--- config.mk ---
export PLATFORM = sky130hd
export DESIGN_NAME = nn_exec_sequencer
export DESIGN_NICKNAME = d
export VERILOG_FILES = /design/src/rtl/nn_isa_pkg.sv /design/src/rtl/nn_seq_decode.sv /design/src/rtl/nn_exec_sequencer.sv
export SDC_FILE = /design/constraint.sdc
export NUM_CORES = 1
export LEC_CHECK = 0
export BUFFER_PORTS_ARGS = -buffer_cell sky130_fd_sc_hd__buf_2
export CAP_MARGIN = 40
export CORE_MARGIN = 8
export CORE_UTILIZATION = 49
export CTS_CLUSTER_SIZE = 30
export DETAILED_ROUTE_END_ITERATION = 12
export GPL_TIMING_DRIVEN = 0
export PLACE_DENSITY_LB_ADDON = 0.05
export SLEW_MARGIN = 20
export SYNTH_ARGS = -nofsm -noshare
export SYNTH_HDL_FRONTEND = slang
export SYNTH_SLANG_ARGS = --single-unit
export TNS_END_PERCENT = 5
--- constraint.sdc ---
create_clock -name clk -period 1.6 [get_ports clk]
set_input_delay 0 -clock clk [delete_from_list [all_inputs] [get_ports clk]]
set_output_delay 0 -clock clk [all_outputs]
set_load 0.1 [all_outputs]
--- src/rtl/nn_isa_pkg.sv ---
// Opcode, ALU-op and sequencer state encodings shared by the NN execution sequencer.
package nn_isa_pkg;

    localparam logic [3:0] OPC_NOP  = 4'h0;
    localparam logic [3:0] OPC_ADD  = 4'h1;
    localparam logic [3:0] OPC_MUL  = 4'h2;
    localparam logic [3:0] OPC_SLT  = 4'h3;
    localparam logic [3:0] OPC_MAC  = 4'h4;
    localparam logic [3:0] OPC_HALT = 4'hB;
    localparam logic [3:0] OPC_LD   = 4'hE;
    localparam logic [3:0] OPC_ST   = 4'hF;

    localparam logic [2:0] ALU_ADD  = 3'b000;
    localparam logic [2:0] ALU_MUL  = 3'b001;
    localparam logic [2:0] ALU_SLT  = 3'b010;
    localparam logic [2:0] ALU_NONE = 3'b111;

    localparam logic [3:0] S_IDLE   = 4'd0;
    localparam logic [3:0] S_FETCH  = 4'd1;
    localparam logic [3:0] S_DECODE = 4'd2;
    localparam logic [3:0] S_EXEC   = 4'd3;
    localparam logic [3:0] S_EXEC2  = 4'd4;
    localparam logic [3:0] S_MEM    = 4'd5;
    localparam logic [3:0] S_WB     = 4'd6;
    localparam logic [3:0] S_HALT   = 4'd7;
    localparam logic [3:0] S_ERR    = 4'd8;

    typedef struct packed {
        logic       is_arith;
        logic       is_mac;
        logic       is_mem;
        logic       is_store;
        logic       is_nop;
        logic       is_halt;
        logic       illegal;
        logic [2:0] alu1Code;
    } decode_t;

endpackage

--- src/rtl/nn_seq_decode.sv ---
// Opcode classifier for the execution sequencer.
// Latency: purely combinational.
// Backpressure: none; output follows the opcode input.
module nn_seq_decode
    import nn_isa_pkg::*;
#(
    parameter int OPC_W = 4
) (
    input  logic [OPC_W-1:0] opcode,
    output decode_t          dec
);

    always_comb begin
        dec          = '0;
        dec.alu1Code = ALU_NONE;
        case (opcode)
            OPC_W'(OPC_NOP):  dec.is_nop = 1'b1;
            OPC_W'(OPC_HALT): dec.is_halt = 1'b1;
            OPC_W'(OPC_ADD): begin
                dec.is_arith = 1'b1;
                dec.alu1Code = ALU_ADD;
            end
            OPC_W'(OPC_MUL): begin
                dec.is_arith = 1'b1;
                dec.alu1Code = ALU_MUL;
            end
            OPC_W'(OPC_SLT): begin
                dec.is_arith = 1'b1;
                dec.alu1Code = ALU_SLT;
            end
            OPC_W'(OPC_MAC): begin
                dec.is_mac   = 1'b1;
                dec.alu1Code = ALU_MUL;
            end
            OPC_W'(OPC_LD): begin
                dec.is_mem   = 1'b1;
                dec.alu1Code = ALU_ADD;
            end
            OPC_W'(OPC_ST): begin
                dec.is_mem   = 1'b1;
                dec.is_store = 1'b1;
                dec.alu1Code = ALU_ADD;
            end
            default: dec.illegal = 1'b1;
        endcase
    end

endmodule

--- src/rtl/nn_exec_sequencer.sv ---
// Multi-cycle fetch/decode/exec/mem/writeback sequencer driving ALU, regfile and data memory.
// Latency: fetch_req to retire is 2 (NOP), 4 (ALU, ST), 5 (MAC, LD) cycles with immediate handshakes.
// Backpressure: stalls in FETCH until instr_valid and in MEM until mem_ack (bounded by MEM_WAIT_MAX).
module nn_exec_sequencer
    import nn_isa_pkg::*;
#(
    parameter int OPC_W        = 4,
    parameter int MEM_WAIT_MAX = 15,
    parameter int CNT_W        = 16
) (
    input  logic             clk,
    input  logic             reset,
    input  logic             start,
    input  logic             instr_valid,
    input  logic [OPC_W-1:0] opcode,
    output logic             fetch_req,
    output logic             ir_load,
    output logic             pc_inc,
    output logic [2:0]       alu_ctl1,
    output logic [2:0]       alu_ctl2,
    output logic             mem_req,
    output logic             mem_we,
    input  logic             mem_ack,
    output logic             reg_write,
    output logic             mem_to_reg,
    output logic             busy,
    output logic             halted,
    output logic             err,
    output logic [CNT_W-1:0] instr_count
);

    localparam int WAIT_W = $clog2(MEM_WAIT_MAX + 1);

    logic [3:0]        state;
    logic [3:0]        stateNxt;
    logic [OPC_W-1:0]  opcReg;
    logic [WAIT_W-1:0] waitCnt;
    logic [CNT_W-1:0]  retireCnt;
    logic              retire;
    logic              waitLimit;
    decode_t           dec;

    nn_seq_decode #(.OPC_W(OPC_W)) u_dec (
        .opcode (opcReg),
        .dec    (dec)
    );

    assign waitLimit = (waitCnt == WAIT_W'(MEM_WAIT_MAX - 1));

    // HALT retires in DECODE without a PC advance; ST retires on the ack cycle itself.
    assign retire = ((state == S_DECODE) && (dec.is_nop || dec.is_halt))
                 || ((state == S_MEM) && mem_ack && dec.is_store)
                 || (state == S_WB);

    always_comb begin
        stateNxt = state;
        case (state)
            S_IDLE:   if (start) stateNxt = S_FETCH;
            S_FETCH:  if (instr_valid) stateNxt = S_DECODE;
            S_DECODE: begin
                if (dec.is_nop)       stateNxt = S_FETCH;
                else if (dec.is_halt) stateNxt = S_HALT;
                else if (dec.illegal) stateNxt = S_ERR;
                else                  stateNxt = S_EXEC;
            end
            S_EXEC: begin
                if (dec.is_mac)        stateNxt = S_EXEC2;
                else if (dec.is_mem)   stateNxt = S_MEM;
                else if (dec.is_arith) stateNxt = S_WB;
                else                   stateNxt = S_ERR;
            end
            S_EXEC2:  stateNxt = S_WB;
            S_MEM: begin
                if (mem_ack)        stateNxt = dec.is_store ? S_FETCH : S_WB;
                else if (waitLimit) stateNxt = S_ERR;
            end
            S_WB:     stateNxt = S_FETCH;
            S_HALT:   if (start) stateNxt = S_FETCH;
            S_ERR:    stateNxt = S_ERR;
            default:  stateNxt = S_IDLE;
        endcase
    end

    always_ff @(posedge clk) begin
        if (reset) begin
            state     <= S_IDLE;
            opcReg    <= '0;
            waitCnt   <= '0;
            retireCnt <= '0;
        end else begin
            state <= stateNxt;
            if (ir_load) opcReg <= opcode;
            if ((state == S_MEM) && (stateNxt == S_MEM)) waitCnt <= waitCnt + 1'b1;
            else                                         waitCnt <= '0;
            if (retire) retireCnt <= retireCnt + 1'b1;
        end
    end

    always_comb begin
        fetch_req  = 1'b0;
        pc_inc     = 1'b0;
        alu_ctl1   = ALU_NONE;
        alu_ctl2   = ALU_NONE;
        mem_req    = 1'b0;
        mem_we     = 1'b0;
        reg_write  = 1'b0;
        mem_to_reg = 1'b0;
        case (state)
            S_FETCH:  fetch_req = 1'b1;
            S_DECODE: pc_inc = dec.is_nop;
            S_EXEC:   alu_ctl1 = dec.alu1Code;
            S_EXEC2: begin
                alu_ctl1 = ALU_MUL;
                alu_ctl2 = ALU_ADD;
            end
            S_MEM: begin
                mem_req  = 1'b1;
                mem_we   = dec.is_store;
                alu_ctl1 = dec.alu1Code;
                pc_inc   = mem_ack && dec.is_store;
            end
            S_WB: begin
                reg_write  = 1'b1;
                mem_to_reg = dec.is_mem && !dec.is_store;
                pc_inc     = 1'b1;
                alu_ctl1   = dec.alu1Code;
                alu_ctl2   = dec.is_mac ? ALU_ADD : ALU_NONE;
            end
            default: ;
        endcase
    end

    assign ir_load     = fetch_req && instr_valid;
    assign busy        = (state != S_IDLE) && (state != S_HALT) && (state != S_ERR);
    assign halted      = (state == S_HALT);
    assign err         = (state == S_ERR);
    assign instr_count = retireCnt;

endmodule

==> results_dict.tcl, run 1 <==
set metrics [dict create \
    clk_pin_slew_worst_paths_ps 100 \
    cpMaxStageDelayCell "a2111oi_4" \
    clock_sinks 28 \
    gp_congestion 0.866 \
    maxCapViolCount 0 \
    yosys_most_used_dff "dfxtp_1" \
    clkPwrFrac_pct 33.4 \
    io_pins 41 \
    track_usage_pct 17.2 \
    cts_buffers 3 \
    synthArstFlopShare_pct 0 \
    violations "setup timing" \
    core_area_mm2 0.00391 \
    synth_edf_count 0 \
    yosysWarnings 0 \
    port_buffers 40 \
    path_class "flip-flop to flip-flop" \
    critPathMaxFanout 6 \
    antenna_found_initial 0 \
    finalPower_uw 1680 \
    antenna_cells 0 \
    cp_cell_sequence "buf_8 -> and2b_2 -> o2111ai_4 -> buf_12 -> a2111oi_4 -> xnor2_1 -> nor2_1" \
    p_int_uw 1200 \
    wl_per_cell_um 15.4 \
    clkLatencyLatePin_ps 280 \
    worstPathArrival_ps 1920 \
    drc 0 \
    fin_skew_ps 4.52 \
    syn_inst 243 \
    drv_slew 0 \
    slew_headroom_pct 67.4 \
    cts_tree "yes" \
    drive_above_1_share_pct 39.9 \
    seqPwrFrac_pct 42.9 \
    synth_nets 255 \
    overflow 0 \
    root_buffer "clkbuf_8" \
    via_per_inst 5.63 \
    cpPeakStageDelay_ps 360 \
    place_ws_ps -347 \
    critPathLaunchType "flip-flop" \
    vias 1977 \
    synth_area_mm2 0.00196 \
    min_path_type "primary input to flip-flop" \
    finalSetupViolCount 26 \
    dr.pass1.iters 4 \
    avgSynthCellArea_um2 8.06 \
    grt_pass1_vias 1937 \
    die_area_mm2 0.00628 \
    nets 314 \
    drtAntennaViolNets 0 \
    p_sw_share_pct 29.0 \
    peakVddDrop_v 0.000612 \
    synth-seq-area-share_pct 28.6 \
    rows 23 \
    run_status "finished, violations left" \
    synthDistinctLibCells 58 \
    h-tree-depth 1 \
    powerDensity_mw_per_mm2 602 \
    switchingPower_uw 488 \
    worst_slack_ps -163 \
    pwr-share-comb_pct 23.7 \
    hold_viol 0 \
    min_period_over_period_pct 110 \
    critPathRequiredTime_ps 1760 \
    drt-total-wl_um 5390 \
    ys_seq_elements 28 \
    rsz0062_at_grt "true" \
    syn_to_final_growth_pct 42.8 \
    total_leakage_power_uw 0.00105 \
    die_h_um 79.2 \
    die_x_um 79.2 \
    grt_max_degree 17 \
    fmax_ghz 0.567 \
    grt_pass1_wl_um 8980 \
    cp-end-kind "flip-flop" \
    dp_hpwl_um 3750 \
    fin_crit_ps 1760 \
    cts_buffer_depth 2 \
    drtIter0Drc 123 \
    worst_slew_pin_slew_ps 492 \
    start_util_pct 50.0 \
]
## cells by family after synthesis
family	share of synthesized area (%)
multiplexers	1.09
flip-flops	28.6
XOR/XNOR	8.05
AO/OA/AOI/OAI	23.8
buffers and inverters	7.22
AND/OR/NAND/NOR	29.3
adder cells (fa/ha/maj)	1.92
## Yosys cell counts, drive strengths merged, types with 2 or more instances
library cell  number  area [um^2]
and4               3         26.3
o31ai              2         15.0
and2               4         25.0
nor2              28          108
inv                8         30.0
xnor2             17          149
o311ai             2         17.5
o211ai             2         15.0
a211oi            10         95.1
a31o               3         26.3
nor3               7         40.0
nor4b              5         50.0
nand2b             2         12.5
and3               6         37.5
o21ai              8         40.0
nand2             24         90.1
a2111oi            2         30.0
nor2b              5         31.3
nand3b             2         15.0
nand3             12         60.1
buf               11         73.8
nand4              2         12.5
and4bb             2         25.0
clkbuf            10         37.5
a21oi             13         65.1
dfxtp             28          561
ha                 3         37.5
## layer usage
layer  GRT usage [%]  routed length (um)  up-vias
met2            31.4                2740       57
met1            19.9                2290      926
met4            4.44                 102        0
met3            2.93                 261       10
met5               0                   0        -
li1                -                   -      984
## state kept, by name, indices dropped and copies added, names as in the netlist
signal       count
waitCnt          4
instr_count     16
opcReg           4
state            4
## power groups by stage
stage               logic [uW]  clock network, uW  registers, uW
floorplan                  241                  0            740
global placement           311                  0            732
detailed placement         311                  0            733
CTS                        377                562            721
global route               426                590            724
finish                     399                563            722
## layout make-up
| cell class | count | area (um^2) |
|---|---|---|
| Timing Repair Buffer | 56 | 447 |
| Clock inverter | 1 | 30.0 |
| Multi-Input combinational cell | 186 | 1380 |
| Fill cell | 311 | 1120 |
| Sequential cell | 28 | 578 |
| Inverter | 8 | 37.5 |
| Buffer | 19 | 216 |
| Tap cell | 50 | 62.6 |
| Clock buffer | 3 | 41.3 |
## timing repair
item	in CTS	in global routing
hold endpoints to repair	4	0
hold buffers	4	0
resized for setup	80	18
gates cloned	1	0
setup endpoints to repair	38	36
pin swaps	17	9
buffers inserted	7	4
## cells in the final DEF (no fill, tap or decap), types with 6 or more instances in the layout
cell type  instances
and3_1             6
buf_4             16
nand3_1           11
nor2_1            24
dfxtp_1           20
a21oi_1           11
buf_2             29
xnor2_1           17
clkbuf_8           9
nand2_2            6
a211oi_1           6
nand2_1           18
inv_1              6
buf_6              7
## final timing paths
check,cells past startpoint,startpoint,slack (ps),endpoint
max,7,state[3]$_SDFF_PP0_,-160,instr_count[15]$_SDFFE_PP0P_
min,3,reset,110,state[2]$_SDFF_PP0_
max reg2reg,7,state[3]$_SDFF_PP0_,-160,instr_count[15]$_SDFFE_PP0P_
min reg2reg,1,waitCnt[0]$_SDFF_PP0_,510,waitCnt[0]$_SDFF_PP0_
## per-stage QoR
stage | hold slack (ps) | util (%) | cell area, um^2 | TNS, ps | instances
2_1_floorplan | 139 | - | 2010 | -15040 | 243
3_3_place_gp | 257 | 58.0 | 2270 | -6100 | 333
3_5_place_dp | 257 | 58.0 | 2270 | -6120 | 333
4_1_cts | 115 | 68.9 | 2700 | -1870 | 347
5_1_grt | 142 | 71.5 | 2800 | -4140 | 351
6_report | 110 | 71.5 | 2800 | -1740 | 351
## critical path, delay by kind of cell (launching register included)
kind                   cells  cell delay (ps)
XOR/XNOR                   1              150
AND/OR/NAND/NOR            2              310
AO/OA/AOI/OAI              2              530
buffers and inverters      2              310
flip-flops                 1              350
Power figures use the tool's default switching activity.
==> inputs of run 2 (changes only) <==
CORE_UTILIZATION = 55   (was 49)
TNS_END_PERCENT = 50   (was 5)
clock period = 2 ns   (was 1.6 ns; I/O delays follow)
==> results_dict.tcl, run 2 (synthesized netlist as in run 1, its figures left out) <==
set metrics [dict create \
    cpMaxStageDelayCell "dfxtp_1" \
    h-tree-depth 1 \
    cp_cell_sequence "buf_6 -> buf_4 -> nor2_4 -> mux2i_1 -> o21ai_1 -> o21ai_1 -> a31o_2 -> buf_6" \
    drt-total-wl_um 5000 \
    final_cells 338 \
    worst_slack_ps 64.3 \
    core_area_mm2 0.00339 \
    largest_register_ffs 16 \
    cts_tree "yes" \
    start_util_pct 57.8 \
    dp_hpwl_um 3640 \
    fmax_ghz 0.517 \
    antenna_found_initial 0 \
    nets 305 \
    fin_crit_ps 1940 \
    io_pins 41 \
    die_x_um 75.7 \
    path_depth 8 \
    overflow 0 \
    port_buffers 40 \
    drtAntennaViolNets 0 \
    place_ws_ps 39.7 \
    cts_buffers 3 \
    wl_per_cell_um 14.8 \
    slew_headroom_pct 67.2 \
    critical_path.top_delay_family "compound AO/OA/AOI/OAI gates" \
    cp-end-kind "primary output" \
    clock_sinks 28 \
    antenna_cells 0 \
    finalSetupViolCount 0 \
    layout_common_cells "buf_2, nor2_1, nand2_1" \
    min_period_over_period_pct 96.8 \
    powerDensity_mw_per_mm2 494 \
    cts_buffer_depth 2 \
    worst_slew_pin_slew_ps 496 \
    vias 1889 \
    worstPathArrival_ps 1940 \
    fin_skew_ps 7.65 \
    layout_commonest_cell "buf_2" \
    drc 0 \
    min_path_type "primary input to flip-flop" \
    grt_pass1_vias 1803 \
    cpPeakStageDelay_ps 340 \
    maxCapViolCount 0 \
    clk_pin_slew_worst_paths_ps 150 \
    drive_above_1_share_pct 38.0 \
    peakVddDrop_v 0.000307 \
    fillCellCount 284 \
    total_leakage_power_uw 0.000941 \
    root_buffer "clkbuf_4" \
    critPathRequiredTime_ps 2000 \
    path_class "flip-flop to primary output" \
    grt_pass1_wl_um 8150 \
    path_buf_inv 3 \
    syn_to_final_growth_pct 26.1 \
    rows 21 \
    die_h_um 75.7 \
    track_usage_pct 18.1 \
    die_area_mm2 0.00573 \
    rsz0062_at_grt "true" \
    hold_viol 0 \
    clkLatencyLatePin_ps 330 \
    run_status "finished, final reports clean" \
    dr.pass1.iters 4 \
    placedCellCount 329 \
    critPathMaxFanout 10 \
    grt_max_degree 17 \
    hold_depth 3 \
    drv_slew 0 \
    via_per_inst 5.59 \
    r2r_cells 7 \
    critPathLaunchType "flip-flop" \
    gp_congestion 0.879 \
    drtIter0Drc 61 \
]
run 2: per-stage QoR:
step                area [um^2]  hold slack, ps  setup TNS (ps)  util (%)  power (uW)
global placement           2290             253               0      67.7         836
global route               2470            77.6           -36.6      72.9        1260
CTS                        2430            45.5           -67.9      71.7        1220
floorplan                  2040             139           -2450         -         787
detailed placement         2290             257               0      67.7         839
finish                     2470            57.9               0      72.9        1220
run 2: final cells by class:
class,instances,area (um^2),share of cell area [%]
timing repair buffer,45,279,11.3
multi-input combinational,186,1310,52.9
tap,46,57.6,2.33
clock buffer,3,22.5,0.912
sequential,28,583,23.6
clock inverter,1,30.0,1.22
inverter,8,37.5,1.52
buffer,21,154,6.23
run 2: routing by layer:
layer	vias up	global-route usage, %	share of wire (%)
li1	963	-	-
met1	879	22.0	45
met2	43	31.9	49
met3	4	3.03	4.7
met4	0	4.69	0.70
met5	-	0	0
run 2: final timing paths:
kind	from	end	slack, ps
max	opcReg[0]$_SDFFE_PP0P_	alu_ctl1[2]	60
min	reset	state[1]$_SDFF_PP0_	60
min reg2reg	waitCnt[0]$_SDFF_PP0_	waitCnt[0]$_SDFF_PP0_	500
max reg2reg	state[3]$_SDFF_PP0_	instr_count[10]$_SDFFE_PP0P_	150
run 2: what timing repair did:
| item | 4_1_cts | 5_1_grt |
|---|---|---|
| buffers inserted | 1 | 0 |
| gates resized for setup | 17 | 25 |
| pin swaps | 1 | 1 |
| setup endpoints to repair | 13 | 9 |
| hold buffers | 4 | 0 |
| endpoints found under the hold margin | 4 | 0 |
run 2: worst reg2reg max path, cell delays in order, from the launching register on:
cell       delay (ps)
dfxtp_1           340
buf_2             190
and2b_1           310
o2111ai_4         190
buf_2             250
a211oi_2          270
xnor2_1           140
nor2_1             50
run 2: power by group:
group	total [uW]	internal, uW	switching (uW)
Sequential	575	567	7.94
Clock	370	203	167
Combinational	276	87.1	189
Total	1220	857	364
